**config.mk**
```make
export PLATFORM = sky130hd
export DESIGN_NAME = bp_fe_pc_seq
export DESIGN_NICKNAME = d
export VERILOG_FILES = /design/src/rtl/bp_fe_pc_seq.sv
export SDC_FILE = /design/constraint.sdc
export NUM_CORES = 1
export LEC_CHECK = 0
export CAP_MARGIN = 40
export CORE_ASPECT_RATIO = 0.7
export CORE_MARGIN = 3
export CORE_UTILIZATION = 45
export CTS_CLUSTER_SIZE = 40
export DETAILED_ROUTE_END_ITERATION = 6
export PLACE_DENSITY = 0.77
export SLEW_MARGIN = 40
export SYNTH_ARGS = -nofsm -noshare
export SYNTH_HDL_FRONTEND = slang
export SYNTH_SLANG_ARGS = --single-unit
```
**constraint.sdc**
```tcl
create_clock -name clk_i -period 5.1 [get_ports clk_i]
set_input_delay 1.02 -clock clk_i [delete_from_list [all_inputs] [get_ports clk_i]]
set_output_delay 1.02 -clock clk_i [all_outputs]
set_load 0.1 [all_outputs]
```
**src/rtl/bp_fe_pc_seq.sv**
```systemverilog
`default_nettype none
// ============================================================================
//  Module   : bp_fe_pc_seq
//  Purpose  : Front-end next-PC sequencer. Chooses the fetch address among
//             redirect / resume / override / BTB / sequential sources and
//             tracks issued fetch PCs through a stages_p-deep pipeline that
//             feeds the FE queue writer.
//  Revision : 1.0 - initial release
// ============================================================================
module bp_fe_pc_seq #(
    parameter int                         vaddr_width_p = 39,
    parameter int                         fetch_bytes_p = 4,
    parameter int                         stages_p      = 2,
    parameter logic [vaddr_width_p-1:0]   boot_pc_p     = vaddr_width_p'(39'h0080000000)
) (
    input  logic                      clk_i,
    input  logic                      reset_n_i,
    input  logic                      redirect_v_i,
    input  logic [vaddr_width_p-1:0]  redirect_pc_i,
    input  logic                      pred_v_i,
    input  logic [vaddr_width_p-1:0]  pred_pc_i,
    input  logic                      ovr_v_i,
    input  logic [vaddr_width_p-1:0]  ovr_pc_i,
    input  logic                      exc_i,
    input  logic                      hold_i,
    input  logic                      replay_i,
    output logic                      fetch_v_o,
    output logic [vaddr_width_p-1:0]  fetch_pc_o,
    input  logic                      fetch_yumi_i,
    output logic                      poison_o,
    output logic                      pc_v_o,
    output logic [vaddr_width_p-1:0]  pc_o,
    output logic [1:0]                state_o
);

    localparam int                       c_last        = stages_p - 1;
    localparam logic [vaddr_width_p-1:0] c_one         = vaddr_width_p'(1);
    localparam logic [vaddr_width_p-1:0] c_fetch_bytes = vaddr_width_p'(fetch_bytes_p);
    localparam logic [vaddr_width_p-1:0] c_align_mask  = ~(c_fetch_bytes - c_one);

    typedef enum logic [1:0] {
        ST_WAIT  = 2'd0,
        ST_RUN   = 2'd1,
        ST_STALL = 2'd2
    } state_e;

    state_e                     r_state;
    logic [vaddr_width_p-1:0]   r_resume_pc;
    logic [vaddr_width_p-1:0]   r_stage_pc [stages_p];
    logic                       r_stage_v  [stages_p];

    logic                       w_last_v;
    logic [vaddr_width_p-1:0]   w_last_pc;
    logic [vaddr_width_p-1:0]   w_seq_pc;
    logic                       w_fetch_v;
    logic [vaddr_width_p-1:0]   w_fetch_pc;
    logic                       w_kill_all;

    assign w_last_v   = r_stage_v[c_last];
    assign w_last_pc  = r_stage_pc[c_last];

    // Next block after stage 0: align down, then step one fetch block (wraps).
    assign w_seq_pc   = (r_stage_pc[0] & c_align_mask) + c_fetch_bytes;

    // Redirect, exception and replay flush every in-flight stage.
    assign w_kill_all = redirect_v_i | exc_i | replay_i;

    assign w_fetch_v  = redirect_v_i |
                        ((r_state != ST_WAIT) & ~hold_i & ~replay_i & ~exc_i);

    // Fetch address source selection, highest priority first.
    always_comb begin
        w_fetch_pc = w_seq_pc;
        if (redirect_v_i) begin
            w_fetch_pc = redirect_pc_i;
        end else if (r_state != ST_RUN) begin
            w_fetch_pc = r_resume_pc;
        end else if (ovr_v_i && w_last_v) begin
            w_fetch_pc = ovr_pc_i;
        end else if (pred_v_i && r_stage_v[0]) begin
            w_fetch_pc = pred_pc_i;
        end
    end

    // Control FSM: wait for a redirect, stall until a fetch is accepted, run.
    always_ff @(posedge clk_i) begin
        if (!reset_n_i) begin
            r_state <= ST_WAIT;
        end else begin
            case (r_state)
                ST_WAIT: begin
                    if (redirect_v_i) r_state <= ST_STALL;
                end
                ST_STALL: begin
                    if (w_fetch_v && fetch_yumi_i) r_state <= ST_RUN;
                end
                ST_RUN: begin
                    if (redirect_v_i)  r_state <= ST_RUN;
                    else if (replay_i) r_state <= ST_STALL;
                    else if (exc_i)    r_state <= ST_WAIT;
                end
                default: r_state <= ST_WAIT;
            endcase
        end
    end

    // Resume point: redirect target, or the last-stage PC that must be refetched.
    always_ff @(posedge clk_i) begin
        if (!reset_n_i) begin
            r_resume_pc <= boot_pc_p;
        end else if (redirect_v_i) begin
            r_resume_pc <= redirect_pc_i;
        end else if ((replay_i || exc_i) && w_last_v) begin
            r_resume_pc <= w_last_pc;
        end
    end

    // PC tracking pipeline: stage 0 takes the new request, later stages shift.
    always_ff @(posedge clk_i) begin
        if (!reset_n_i) begin
            for (int k = 0; k < stages_p; k++) begin
                r_stage_pc[k] <= '0;
                r_stage_v[k]  <= 1'b0;
            end
        end else begin
            r_stage_pc[0] <= w_fetch_pc;
            r_stage_v[0]  <= w_fetch_v & fetch_yumi_i;
            // Override kills stages 0..last-1, i.e. everything shifting into stage k>=1.
            for (int k = 1; k < stages_p; k++) begin
                r_stage_pc[k] <= r_stage_pc[k-1];
                r_stage_v[k]  <= r_stage_v[k-1] & ~w_kill_all & ~ovr_v_i;
            end
        end
    end

    assign fetch_v_o  = w_fetch_v;
    assign fetch_pc_o = w_fetch_pc;
    assign poison_o   = r_stage_v[0] & (w_kill_all | ovr_v_i);
    assign pc_v_o     = w_last_v;
    assign pc_o       = w_last_pc;
    assign state_o    = r_state;

endmodule
`default_nettype wire

```
==> results.yml <==
yosys:
  yosysWarnings: 0
  syn_inst: 908
  yosysSeqAreaShare_pct: 35.15
  synthFlopType: "dfxtp_1"
  async_flop_share_pct: 0
  synth_edf_count: 0
  synthesis.area_sq_um: 6892
  synthDistinctLibCells: 76
  syn_nets: 1035
  synth_seq_cells: 121
  avgSynthCellArea_sq_um: 7.590
global_routing:
  grt_usage_pct: 30.86
  grt_max_degree: 58
  overflow: 0
  grt_pass1_vias: 7027
  antenna_found_initial: 0
  grt_pass1_wl_mm: 40.59
setup_path:
  slowest_stage: "nor2_1"
  crit_type: "in2out"
  slowest_delay_ns: 0.77
  r2r_slack_ns: 2.42
  worst_path_dominant_cell_family: "simple AND/OR/NAND/NOR gates"
  required_ns: 4.08
  worst-r2r-cell-count: 5
  crit_start: "pred_v_i"
  arrival_ns: 3.63
  path_cells: "clkdlybuf4s50_1 > nand2_1 > nor2_1 > a221oi_1 > o21ai_0 > o21bai_1 > buf_12"
  r2r-end: "r_stage_pc[0][24]"
  crit_fanout: 15
  reg2reg_from: "r_stage_pc[0][7]"
  worst_setup_path_start_kind: "input port"
  end_kind: "output pin"
  crit_buf_inv: 2
sta:
  rsz0062_at_grt: "no"
  final.setup.tns_ns: 0
  setup_viol: 0
  final_max_slew_viol_count: 0
  slew-limit-headroom_pct: 44.17
  min_period_ns: 4.649
  fmax_mhz: 215.1
  timing.final.crit_share_pct: 91.16
  fin_hold_ws_ns: 0.4368
  hold_viol: 0
  worstMarginPinSlew_ns: 0.8344
  fin_ws_ns: 0.4510
  fin_worst_skew_ns: 0.007507
power:
  worst_ir_drop_vdd_mv: 0.2283
  power_density_nw_per_um2: 325.5
  p_leak_nw: 3.756
hold_path:
  hp-start: "r_stage_pc[0][1]"
  hold_path_end: "r_stage_pc[0][40]"
  holdPathStages: 1
  hold_class: "reg2reg"
placement:
  hpwl_mm: 19.25
  dp_slack_ns: 0.5429
  port_buffers: 208
  dpl.cell_count: 1232
  placed_cell_area_sq_um: 9061
  place_congestion: 0.9709
finish:
  fillCellCount: 1267
  multi_input_area_sq_um: 3869
  layout_common_cells: "nand2_1, clkdlybuf4s50_1, dfxtp_1, nor2_1, a21oi_1"
  diodes: 0
  design_area_sq_um: 9666
  fin_nets: 1183
  finalNonFillerCells: 1264
  drive_gt1_share_pct: 16.46
  seq_area_sq_um: 2422
  area_growth_pct: 40.25
  layout_commonest_cell: "nand2_1"
run_status:
  outcome: "finished, final reports clean"
job:
  cap_violations: 0
routing:
  detail-route-antenna-nets: 0
  drc_errors: 0
  wirelength_mm: 26.88
  post_drt_wl_per_cell_um: 21.27
  drt_iter0_drc: 938
  drt_first_pass_iters: 6
  via_per_inst: 6.125
  dr_total_vias: 7742
floorplan:
  dieArea_sq_um: 16860
  core_sq_um: 14860
  io_pins: 209
  fp-row-count: 37
  initial_core_util_pct: 46.38
  die_x_um: 153.9
  die_h_um: 109.5
clock_tree:
  htreeDepth: 4
  cts_tree: "done"
  clock_path_buffers: 2
  cts_buffers: 17
  post_cts_buffers: 0
  cts_sinks: 121
  postCtsResizedCells: 0
  ctsHoldBuffers: 0
  clk_pin_slew_ns: 0.06
  cts-root-buf: "clkbuf_16"
  clkLatencyLatePin_ns: 0.41
-- worst reg2reg max path, stage by stage (launching register included) --
cell and delay (ns):
dfxtp_1 0.41, nand4_2 0.41, or3_1 0.70, or4_1 0.54
a31oi_1 0.38, and2_1 0.18
-- power by group --
group,internal [W],total (W),switching [W]
Clock,0.000792,0.00125,0.000456
Combinational,0.000297,0.000834,0.000537
Sequential,0.00100,0.00106,0.0000617
Total,0.00209,0.00315,0.00106
-- synthesized netlist by cell type, drive strengths merged (4+ instances only) --
| cell type | number | area [sq um] |
|---|---|---|
| or2 | 6 | 37.54 |
| xor2 | 6 | 52.55 |
| nor3 | 19 | 95.09 |
| o22ai | 7 | 43.79 |
| mux2i | 4 | 40.04 |
| buf | 50 | 351.6 |
| clkbuf | 55 | 229.0 |
| nand2b | 11 | 68.82 |
| o21ai | 40 | 200.2 |
| nand2 | 157 | 589.3 |
| or4 | 10 | 82.58 |
| and3 | 10 | 65.06 |
| nor4 | 17 | 106.4 |
| a221o | 5 | 51.30 |
| o21a | 9 | 67.56 |
| a31oi | 27 | 175.2 |
| and2 | 41 | 257.8 |
| o221ai | 8 | 70.07 |
| o31ai | 8 | 60.06 |
| nand4 | 17 | 142.6 |
| dfxtp | 121 | 2422 |
| nor2 | 64 | 240.2 |
| a221oi | 11 | 96.34 |
| o2111ai | 4 | 35.03 |
| a2111oi | 4 | 35.03 |
| a21oi | 59 | 295.3 |
| nand3 | 24 | 120.1 |
| xnor2 | 15 | 131.4 |
| a211oi | 13 | 97.59 |
| a311oi | 8 | 70.07 |
| inv | 18 | 67.56 |
| or3 | 10 | 73.82 |
-- how the worst max path moves through the flow --
stage,to,cells after the start
after detailed placement,fetch_pc_o[25],7
after global routing,fetch_pc_o[25],7
after CTS,fetch_pc_o[25],7
after floorplan,fetch_pc_o[37],8
after global placement,fetch_pc_o[25],7
final,fetch_pc_o[25],7
-- sequential cells by signal (all words and copies together) (netlist names) --
name and cells:
r_stage_pc 78, r_resume_pc 39, r_stage_v 2, state_o 2
-- logic make-up (layout without fill, tap and decap cells) --
logic type / Yosys count / after routing / share of synthesized area (%)
and+or+nand+nor: 397 / 397 / 28.49
xor gates and xnor gates: 21 / 21 / 2.669
DFF: 121 / 121 / 35.15
buffers and inverters: 124 / 285 / 9.459
AOI/OAI and AO/OA: 238 / 238 / 23.15
muxes: 6 / 6 / 0.9078
adders and majority gates: 1 / 1 / 0.1815
-- final cells by class --
type / count / share of cell area (%)
Inverter: 19 / 0.7379
Clock inverter: 12 / 1.528
Multi-Input combinational cell: 663 / 40.03
Clock buffer: 20 / 4.725
Sequential cell: 121 / 25.06
Timing Repair Buffer: 234 / 25.40
Tap cell: 195 / 2.524
-- metrics by stage --
step / total power [W] / util [%]
5_1_grt: 0.003222 / 65.04
3_5_place_dp: 0.001904 / 60.98
2_1_floorplan: 0.001596 / -
3_3_place_gp: 0.001913 / 62.39
4_1_cts: 0.003136 / 65.04
6_report: 0.003146 / 65.04
-- layer usage --
metal	wire length, um	GRT usage [%]
met5	0	0
met4	437	8.255
met3	3653	8.497
met2	11150	45.15
met1	11640	44.75
No activity file was read; power rests on OpenSTA's default activity.
